### src/rtl/uart_receiver.sv
// 8N1 (or 8E1 with UART_RX_PARITY_EN defined) oversampling serial receiver.
// Synchronizes rx, aligns sampling to the start edge, strobes valid/frame_err/parity_err.
module uart_receiver #(
  parameter int CLK_HZ     = 50_000_000,
  parameter int BAUD       = 115200,
  parameter int OVERSAMPLE = 16
) (
  input  logic       clk,
  input  logic       rst,
  input  logic       rx,
  output logic [7:0] data,
  output logic       valid,
  output logic       frame_err,
  output logic       parity_err,
  output logic       busy
);

  localparam int DIV_RAW = CLK_HZ / (BAUD * OVERSAMPLE);
  localparam int DIV     = (DIV_RAW < 1) ? 1 : DIV_RAW;
  localparam int DIV_W   = (DIV > 1) ? $clog2(DIV) : 1;
  localparam int OS_W    = $clog2(OVERSAMPLE);

`ifdef UART_RX_PARITY_EN
  localparam bit PAR_EN = 1'b1;
`else
  localparam bit PAR_EN = 1'b0;
`endif

  typedef enum logic [2:0] {
    S_IDLE   = 3'd0,
    S_START  = 3'd1,
    S_DATA   = 3'd2,
    S_PARITY = 3'd3,
    S_STOP   = 3'd4,
    S_BREAK  = 3'd5
  } state_t;

  state_t            state_q, state_d;
  logic              rx_q1, rx_s;
  logic [1:0]        fill_q;
  logic              armed_q;
  logic [DIV_W-1:0]  div_cnt;
  logic [OS_W-1:0]   samp_cnt;
  logic [2:0]        bit_cnt;
  logic [7:0]        shift_q;
  logic [7:0]        data_q;
  logic              valid_q, frame_q;
  logic              par_bad_q;

  logic tick, mid_tick, full_tick, run;
  logic samp_clr, shift_en, par_sample, load_data;
  logic valid_d, frame_d, par_err_d;

  assign tick      = (div_cnt == DIV_W'(DIV - 1));
  assign mid_tick  = tick && (samp_cnt == OS_W'(OVERSAMPLE / 2 - 1));
  assign full_tick = tick && (samp_cnt == OS_W'(OVERSAMPLE - 1));
  // Counters only run inside a frame, so leaving IDLE always starts them from zero.
  assign run = (state_q == S_START) || (state_q == S_DATA) ||
               (state_q == S_PARITY) || (state_q == S_STOP);

  always_ff @(posedge clk) begin
    if (rst) begin
      rx_q1   <= 1'b1;
      rx_s    <= 1'b1;
      fill_q  <= 2'b00;
      armed_q <= 1'b0;
    end else begin
      rx_q1   <= rx;
      rx_s    <= rx_q1;
      fill_q  <= {fill_q[0], 1'b1};
      // A line still low from a frame cut off by reset must go high before we listen.
      armed_q <= armed_q | (fill_q[1] & rx_s);
    end
  end

  always_ff @(posedge clk) begin
    if (rst) begin
      state_q <= S_IDLE;
    end else begin
      state_q <= state_d;
    end
  end

  always_comb begin
    state_d    = state_q;
    samp_clr   = 1'b0;
    shift_en   = 1'b0;
    par_sample = 1'b0;
    load_data  = 1'b0;
    valid_d    = 1'b0;
    frame_d    = 1'b0;
    par_err_d  = 1'b0;
    case (state_q)
      S_IDLE: begin
        if (armed_q && !rx_s) state_d = S_START;
      end
      S_START: begin
        if (mid_tick) begin
          samp_clr = 1'b1;
          state_d  = rx_s ? S_IDLE : S_DATA;
        end
      end
      S_DATA: begin
        if (full_tick) begin
          shift_en = 1'b1;
          if (bit_cnt == 3'd7) state_d = PAR_EN ? S_PARITY : S_STOP;
        end
      end
      S_PARITY: begin
        if (full_tick) begin
          par_sample = 1'b1;
          state_d    = S_STOP;
        end
      end
      S_STOP: begin
        if (full_tick) begin
          load_data = 1'b1;
          par_err_d = par_bad_q;
          if (rx_s) begin
            valid_d = !par_bad_q;
            state_d = S_IDLE;
          end else begin
            frame_d = 1'b1;
            state_d = S_BREAK;
          end
        end
      end
      S_BREAK: begin
        if (rx_s) state_d = S_IDLE;
      end
      default: state_d = S_IDLE;
    endcase
  end

  always_ff @(posedge clk) begin
    if (rst) begin
      div_cnt  <= '0;
      samp_cnt <= '0;
      bit_cnt  <= 3'd0;
    end else if (!run) begin
      div_cnt  <= '0;
      samp_cnt <= '0;
      bit_cnt  <= 3'd0;
    end else begin
      div_cnt <= tick ? '0 : div_cnt + DIV_W'(1);
      if (samp_clr) begin
        samp_cnt <= '0;
      end else if (tick) begin
        samp_cnt <= (samp_cnt == OS_W'(OVERSAMPLE - 1)) ? '0 : samp_cnt + OS_W'(1);
      end
      if (shift_en) bit_cnt <= bit_cnt + 3'd1;
    end
  end

  always_ff @(posedge clk) begin
    if (rst) begin
      shift_q   <= 8'h00;
      data_q    <= 8'h00;
      valid_q   <= 1'b0;
      frame_q   <= 1'b0;
      par_bad_q <= 1'b0;
    end else begin
      valid_q <= valid_d;
      frame_q <= frame_d;
      if (shift_en) shift_q <= {rx_s, shift_q[7:1]};
      if (load_data) data_q <= shift_q;
      if (state_q == S_IDLE) begin
        par_bad_q <= 1'b0;
      end else if (par_sample) begin
        // Even parity: the parity bit makes the total count of ones even.
        par_bad_q <= ((^shift_q) != rx_s);
      end
    end
  end

`ifdef UART_RX_PARITY_EN
  logic par_err_q;
  always_ff @(posedge clk) begin
    if (rst) par_err_q <= 1'b0;
    else     par_err_q <= par_err_d;
  end
  assign parity_err = par_err_q;
`else
  assign parity_err = 1'b0;
`endif

  assign data      = data_q;
  assign valid     = valid_q;
  assign frame_err = frame_q;
  assign busy      = (state_q != S_IDLE);

endmodule

### config.mk
export PLATFORM = sky130hd
export DESIGN_NAME = uart_receiver
export DESIGN_NICKNAME = d
export VERILOG_FILES = /design/src/rtl/uart_receiver.sv
export SDC_FILE = /design/constraint.sdc
export NUM_CORES = 1
export LEC_CHECK = 0
export ABC_AREA = 1
export CORE_MARGIN = 2
export CORE_UTILIZATION = 50
export CTS_BUF_LIST = sky130_fd_sc_hd__clkbuf_4
export DETAILED_ROUTE_END_ITERATION = 16
export GPL_ROUTABILITY_DRIVEN = 0
export PLACE_DENSITY = 0.79
export SLEW_MARGIN = 25
export SYNTH_ARGS = -nofsm -noshare
export SYNTH_HDL_FRONTEND = slang
export SYNTH_SLANG_ARGS = --single-unit
export TNS_END_PERCENT = 1
### constraint.sdc
create_clock -name clk -period 3.8 [get_ports clk]
set_input_delay 0.76 -clock clk [delete_from_list [all_inputs] [get_ports clk]]
set_output_delay 0.76 -clock clk [all_outputs]
set_load 0.01 [all_outputs]
==> impl_metrics.py, run 1 <==
metrics = {
    "critical_path": {
        "crit_type": "register to primary output",
        "cp-end-kind": "primary output",
        "worst_setup_path_start_kind": "register",
        "cp_cell_sequence": "inv_1 > nand2_2 > clkdlybuf4s50_1",
        "cp_slowest_cell": "dfxtp_1",
        "reg2reg_depth": 8,
        "crit_buf_inv": 2,
        "crit_start": "state_q[2]",
        "reg2reg_from": "samp_cnt[0]",
        "required_ns": 3.04,
        "reg2reg_slack_ns": 2.03,
        "worst_path_largest_cell_delay_ns": 0.58,
        "crit_path_max_fanout": 9,
        "cp_top_family": "buffers and inverters",
        "crit_cells": 3,
        "worstPathArrival_ns": 1.65,
    },
    "sta": {
        "period_minus_slack_ns": 2.41,
        "hold_violations": 0,
        "drv_slew": 0,
        "holdWs_ns": 0.410,
        "setup_tns_ns": 0,
        "rsz0062_at_grt": "false",
        "period_share_pct": 63.4,
        "fin_ws_ns": 1.39,
        "setup_viol_count_final": 0,
        "fin_skew_ns": 0.0150,
        "max_freq_mhz": 415,
    },
    "power_and_ir_drop": {
        "p_int_w": 0.000505,
        "pwr-share-clk_pct": 29.3,
        "comb_power_share_pct": 9.0,
        "pwr-share-seq_pct": 61.7,
        "leakage_nw": 0.850,
        "powerDensity_nw_per_um2": 334,
        "total_power_w": 0.000684,
        "p_sw_w": 0.000179,
        "ir_worst_vdd_mv": 0.227,
        "sw_frac_of_total_pct": 26.2,
    },
    "synth": {
        "synthSimpleGateAreaFrac_pct": 26.2,
        "synthAdderAreaFrac_pct": 3.36,
        "synth_top_family_by_area": "simple AND/OR/NAND/NOR gates",
        "synth_seq_cells": 39,
        "yosys_warnings": 0,
        "avgSynthCellArea_um2": 7.71,
        "ys_types": 35,
        "synth_xor_xnor_area_share_pct": 1.88,
        "ys_seq_area_share_pct": 42.0,
        "syn_nets": 249,
        "synth-compound-area-share_pct": 16.2,
        "synth_area_um2": 1860,
        "syn_inst": 241,
        "synthMuxAreaShare_pct": 0,
    },
    "finish": {
        "num_antenna_cells": 0,
        "fin_nets": 262,
        "syn_to_final_growth_pct": 10.0,
        "layout_commonest_cell": "nand2_1",
        "drive_above_1_share_pct": 12.5,
        "layout_common_cells": "nand2_1, dfxtp_1, inv_1, a21oi_1, nor2_1",
        "final_area_um2": 2050,
    },
    "routing": {
        "first_pass_iters": 5,
        "drc": 0,
        "vias_per_cell": 4.92,
        "drt_wl_total_um": 3130,
        "antenna_left": 0,
        "drtIter0Drc": 148,
        "vias": 1490,
        "wl_per_cell_um": 10.3,
    },
    "placement": {
        "place_area_um2": 1990,
        "dp_hpwl_um": 2270,
        "pre_cts_ws_ns": 1.34,
        "port_buffers": 13,
    },
    "grt": {
        "grt_pass1_vias": 1305,
        "gr-total-overflow": 0,
        "grt_use_total_pct": 16.9,
        "antenna_found_initial": 0,
        "grt_pass1_wl_um": 5460,
        "grt_max_degree": 23,
    },
    "floorplan": {
        "io_pins": 15,
        "die_y_um": 65.0,
        "rows": 22,
        "core-area_um2": 3610,
        "start_util_pct": 51.6,
        "die_w_um": 65.0,
        "die-area_um2": 4220,
    },
    "hold_path": {
        "hp-start": "fill_q[0]",
        "whs_path_depth": 2,
        "hold_path.class": "register to register",
    },
    "cts": {
        "cts.sinks": 39,
        "hold_buffers": 0,
        "numCtsBuffers": 5,
        "clk_path_buf_depth": 2,
        "path_clk_slew_ns": 0.11,
        "cts-htree-levels": 2,
        "cts_root_buf": "clkbuf_4",
        "cts_tree": "done",
        "clk_latency_ns": 0.35,
        "post_cts_resize_count": 0,
        "cts_setup_buffers": 0,
    },
    "job": {
        "max_cap_violations": 0,
    },
    "outcome": {
        "outcome": "finished, final reports clean",
    },
}
## through the flow
stage,std cells,utilization (%)
6_report,303,56.7
5_1_grt,303,56.7
4_1_cts,303,56.7
3_5_place_dp,295,55.3
3_3_place_gp,295,55.3
2_1_floorplan,241,-
## cells in the mapped netlist
master / n / area, µm²
a21oi_1: 26 / 130
a21oi_2: 1 / 8.76
buf_2: 2 / 10.0
buf_4: 2 / 15.0
buf_6: 3 / 33.8
clkbuf_2: 1 / 5.00
clkinv_1: 1 / 3.75
clkinv_2: 1 / 5.00
conb_1: 1 / 3.75
dfxtp_1: 39 / 781
ha_1: 5 / 62.6
inv_1: 29 / 109
inv_2: 2 / 7.51
nand2_1: 48 / 180
nand2_2: 2 / 12.5
nand2_4: 1 / 11.3
nand3_1: 7 / 35.0
nand3_2: 1 / 10.0
nand3_4: 1 / 17.5
nand4_1: 4 / 25.0
nor2_1: 20 / 75.1
nor2_2: 1 / 6.26
nor2_4: 1 / 11.3
nor2_8: 1 / 20.0
nor3_1: 6 / 30.0
nor3_4: 1 / 16.3
nor3b_2: 1 / 12.5
nor4_1: 2 / 12.5
o21a_1: 1 / 7.51
o21ai_0: 14 / 70.1
o21ai_1: 1 / 5.00
o21ai_2: 9 / 78.8
or2_2: 2 / 12.5
xnor2_1: 2 / 17.5
xor2_1: 2 / 17.5
## layer usage
metal	track usage, %	part of all wire (%)	vias up
li1	-	-	797
met1	21.7	50	664
met2	25.3	44	23
met3	6.25	4.2	6
met4	7.18	1.9	0
met5	0	0	-
## logic make-up (layout without fill, tap and decap cells)
group | Yosys count | count (layout)
simple gates | 99 | 99
compound gates | 52 | 52
buf+inv | 41 | 55
flops | 39 | 39
fa+ha+maj | 5 | 5
xor+xnor | 4 | 4
other cells | 1 | 1
## path summary, 6_finish.rpt
| check | endpoint |
|---|---|
| min reg2reg | fill_q[1] |
| max reg2reg | shift_q[7] |
| min | fill_q[1] |
| max | busy |
## power by group through the flow
stage          combinational [W]  sequential (W)  clock (W)
3_3_place_gp           0.0000610        0.000431          0
6_report               0.0000616        0.000422   0.000200
3_5_place_dp           0.0000614        0.000431          0
5_1_grt                0.0000707        0.000423   0.000226
4_1_cts                0.0000616        0.000421   0.000209
2_1_floorplan          0.0000483        0.000429          0
## registers in the layout, indices dropped and copies added (netlist names)
name	flops
frame_err	1
shift_q	8
par_bad_q	1
bit_cnt	3
valid	1
armed_q	1
div_cnt	5
rx_s	1
data	8
rx_q1	1
samp_cnt	4
state_q	3
fill_q	2
## final cells by class
type                            instances  area (µm²)
Clock buffer                            5        37.5
Clock inverter                          3        15.0
Fill cell                             347        1560
Inverter                               33         125
Multi-Input combinational cell        161         890
Sequential cell                        39         781
Tap cell                               48        60.1
Timing Repair Buffer                   14         138
## worst register-to-register path, cell delays in order (launching register included)
cell and delay, ns:
dfxtp_1 0.40, ha_1 0.22, nand2_1 0.07, nor2_1 0.22
nand2_4 0.13, clkinv_2 0.10, nand3_4 0.23, o21ai_0 0.24
a21oi_1 0.05
(Power assumes the default switching activity.)
==> run 2: changes to the inputs <==
Settings changed: PLACE_DENSITY 0.79 to 0.82.
Clock period 3.8 ns to 2 ns, I/O delays scaled along.
==> run 2 against run 1 <==
Effect of this change:
- clock power is 100% higher
- non-clock buffer count up 1
- sequential power up 90%
- global-route usage down 0.75 points
- setup slack worse by 1.3 ns
- register-to-register slack lost 1.8 ns
- sequential share of layout area fell by 0.21 points
- critical endpoint unchanged
- largest power group unchanged
- highest routed layer unchanged
==> impl_metrics.py, run 2 (synthesis results as in run 1) <==
metrics = {
    "finish": {
        "fin_nets": 263,
        "fin_util_pct": 57.3,
        "layout_commonest_cell": "nand2_1",
        "num_antenna_cells": 0,
        "syn_to_final_growth_pct": 11.2,
        "layout_common_cells": "nand2_1, dfxtp_1, inv_1, a21oi_1, nor2_1",
        "drive_above_1_share_pct": 14.1,
    },
    "routing": {
        "drc": 0,
        "drtIter0Drc": 107,
        "vias_per_cell": 4.86,
        "vias": 1476,
        "first_pass_iters": 4,
        "wl_per_cell_um": 10.1,
        "drt_wl_total_um": 3070,
        "antenna_left": 0,
    },
    "power_and_ir_drop": {
        "comb_power_share_pct": 9.1,
        "pwr-share-clk_pct": 30.3,
        "ir_worst_vdd_mv": 0.504,
        "leakage_nw": 0.863,
        "powerDensity_nw_per_um2": 639,
        "p_int_w": 0.000981,
        "p_sw_w": 0.000340,
        "pwr-share-seq_pct": 60.6,
        "sw_frac_of_total_pct": 25.7,
    },
    "critical_path": {
        "worst_setup_path_start_kind": "register",
        "required_ns": 1.60,
        "cp-end-kind": "primary output",
        "crit_path_max_fanout": 5,
        "crit_type": "register to primary output",
        "worstPathArrival_ns": 1.50,
    },
    "cts": {
        "post_cts_resize_count": 1,
        "cts_setup_buffers": 0,
        "hold_buffers": 0,
        "cts_root_buf": "clkbuf_4",
        "cts_tree": "done",
        "cts.sinks": 39,
        "clk_path_buf_depth": 2,
        "path_clk_slew_ns": 0.12,
        "clk_latency_ns": 0.34,
        "cts-htree-levels": 2,
        "numCtsBuffers": 5,
    },
    "floorplan": {
        "die-area_um2": 4220,
        "die_y_um": 65.0,
        "start_util_pct": 51.6,
        "io_pins": 15,
        "core-area_um2": 3610,
        "rows": 22,
        "die_w_um": 65.0,
    },
    "sta": {
        "setup_tns_ns": 0,
        "period_minus_slack_ns": 1.90,
        "hold_violations": 0,
        "fin_skew_ns": 0.0118,
        "max_freq_mhz": 526,
        "setup_viol_count_final": 0,
        "drv_slew": 0,
        "rsz0062_at_grt": "false",
        "period_share_pct": 95.1,
    },
    "job": {
        "max_cap_violations": 0,
    },
    "grt": {
        "grt_use_total_pct": 16.1,
        "grt_max_degree": 23,
        "grt_pass1_wl_um": 5200,
        "gr-total-overflow": 0,
        "grt_pass1_vias": 1251,
        "antenna_found_initial": 0,
    },
    "placement": {
        "dp_hpwl_um": 2240,
        "port_buffers": 13,
    },
    "outcome": {
        "outcome": "finished, final reports clean",
    },
    "hold_path": {
        "hold_path.class": "register to register",
    },
}
[run 2: cell types whose count changed in the layout (fill, tap and decap cells not counted), sizes merged]
cell and change:
buf +1, clkbuf +1, clkinv -1
[run 2: layout make-up]
class                   count  area, µm²
fillers                   326       1540
flip-flops and latches     39        785
clock inverters             2       12.5
inverters                  33        125
repair buffers             15        145
clock buffers               6       45.0
multi-input cells         161        895
well taps                  48       60.1
[run 2: power groups by stage]
stage                     Sequential [W]  Combinational (W)  Clock (W)
after floorplan                 0.000814          0.0000918          0
after global routing            0.000803           0.000135   0.000450
after CTS                       0.000800           0.000120   0.000415
final                           0.000800           0.000121   0.000400
after detailed placement        0.000818           0.000119          0
after global placement          0.000817           0.000119          0
[run 2: critical path, cell delays in order (launching register included)]
cell and delay (ns):
dfxtp_1 0.46, nor2_4 0.09, nand2_2 0.08, clkdlybuf4s50_1 0.53
[run 2: worst paths after layout]
| check | start | endpoint | slack, ns | depth (start not counted) |
|---|---|---|---|---|
| max | state_q[1] | busy | 0.1 | 3 |
| min | fill_q[0] | fill_q[1] | 0.41 | 2 |
| max reg2reg | samp_cnt[0] | bit_cnt[2] | 0.27 | 8 |
| min reg2reg | fill_q[0] | fill_q[1] | 0.41 | 2 |
[run 2: layer usage]
layer  track usage [%]  vias up  share of wire, %
met1              20.4      650                51
met2              24.9       21                45
met4              5.59        0              0.68
li1                  -      803                 -
met3              6.25        2               3.4
met5                 0        -                 0
[run 2: stage by stage]
stage	power, W	std cells	area (µm²)	setup slack, ns	hold slack (ns)
6_report	0.00132	304	2070	0.0973	0.407
5_1_grt	0.00139	304	2070	0.00404	0.444
4_1_cts	0.00134	304	2060	0.0535	0.412
3_5_place_dp	0.000937	296	2000	0.262	0.396
3_3_place_gp	0.000936	296	2000	0.302	0.390
2_1_floorplan	0.000906	241	1860	0.538	0.388
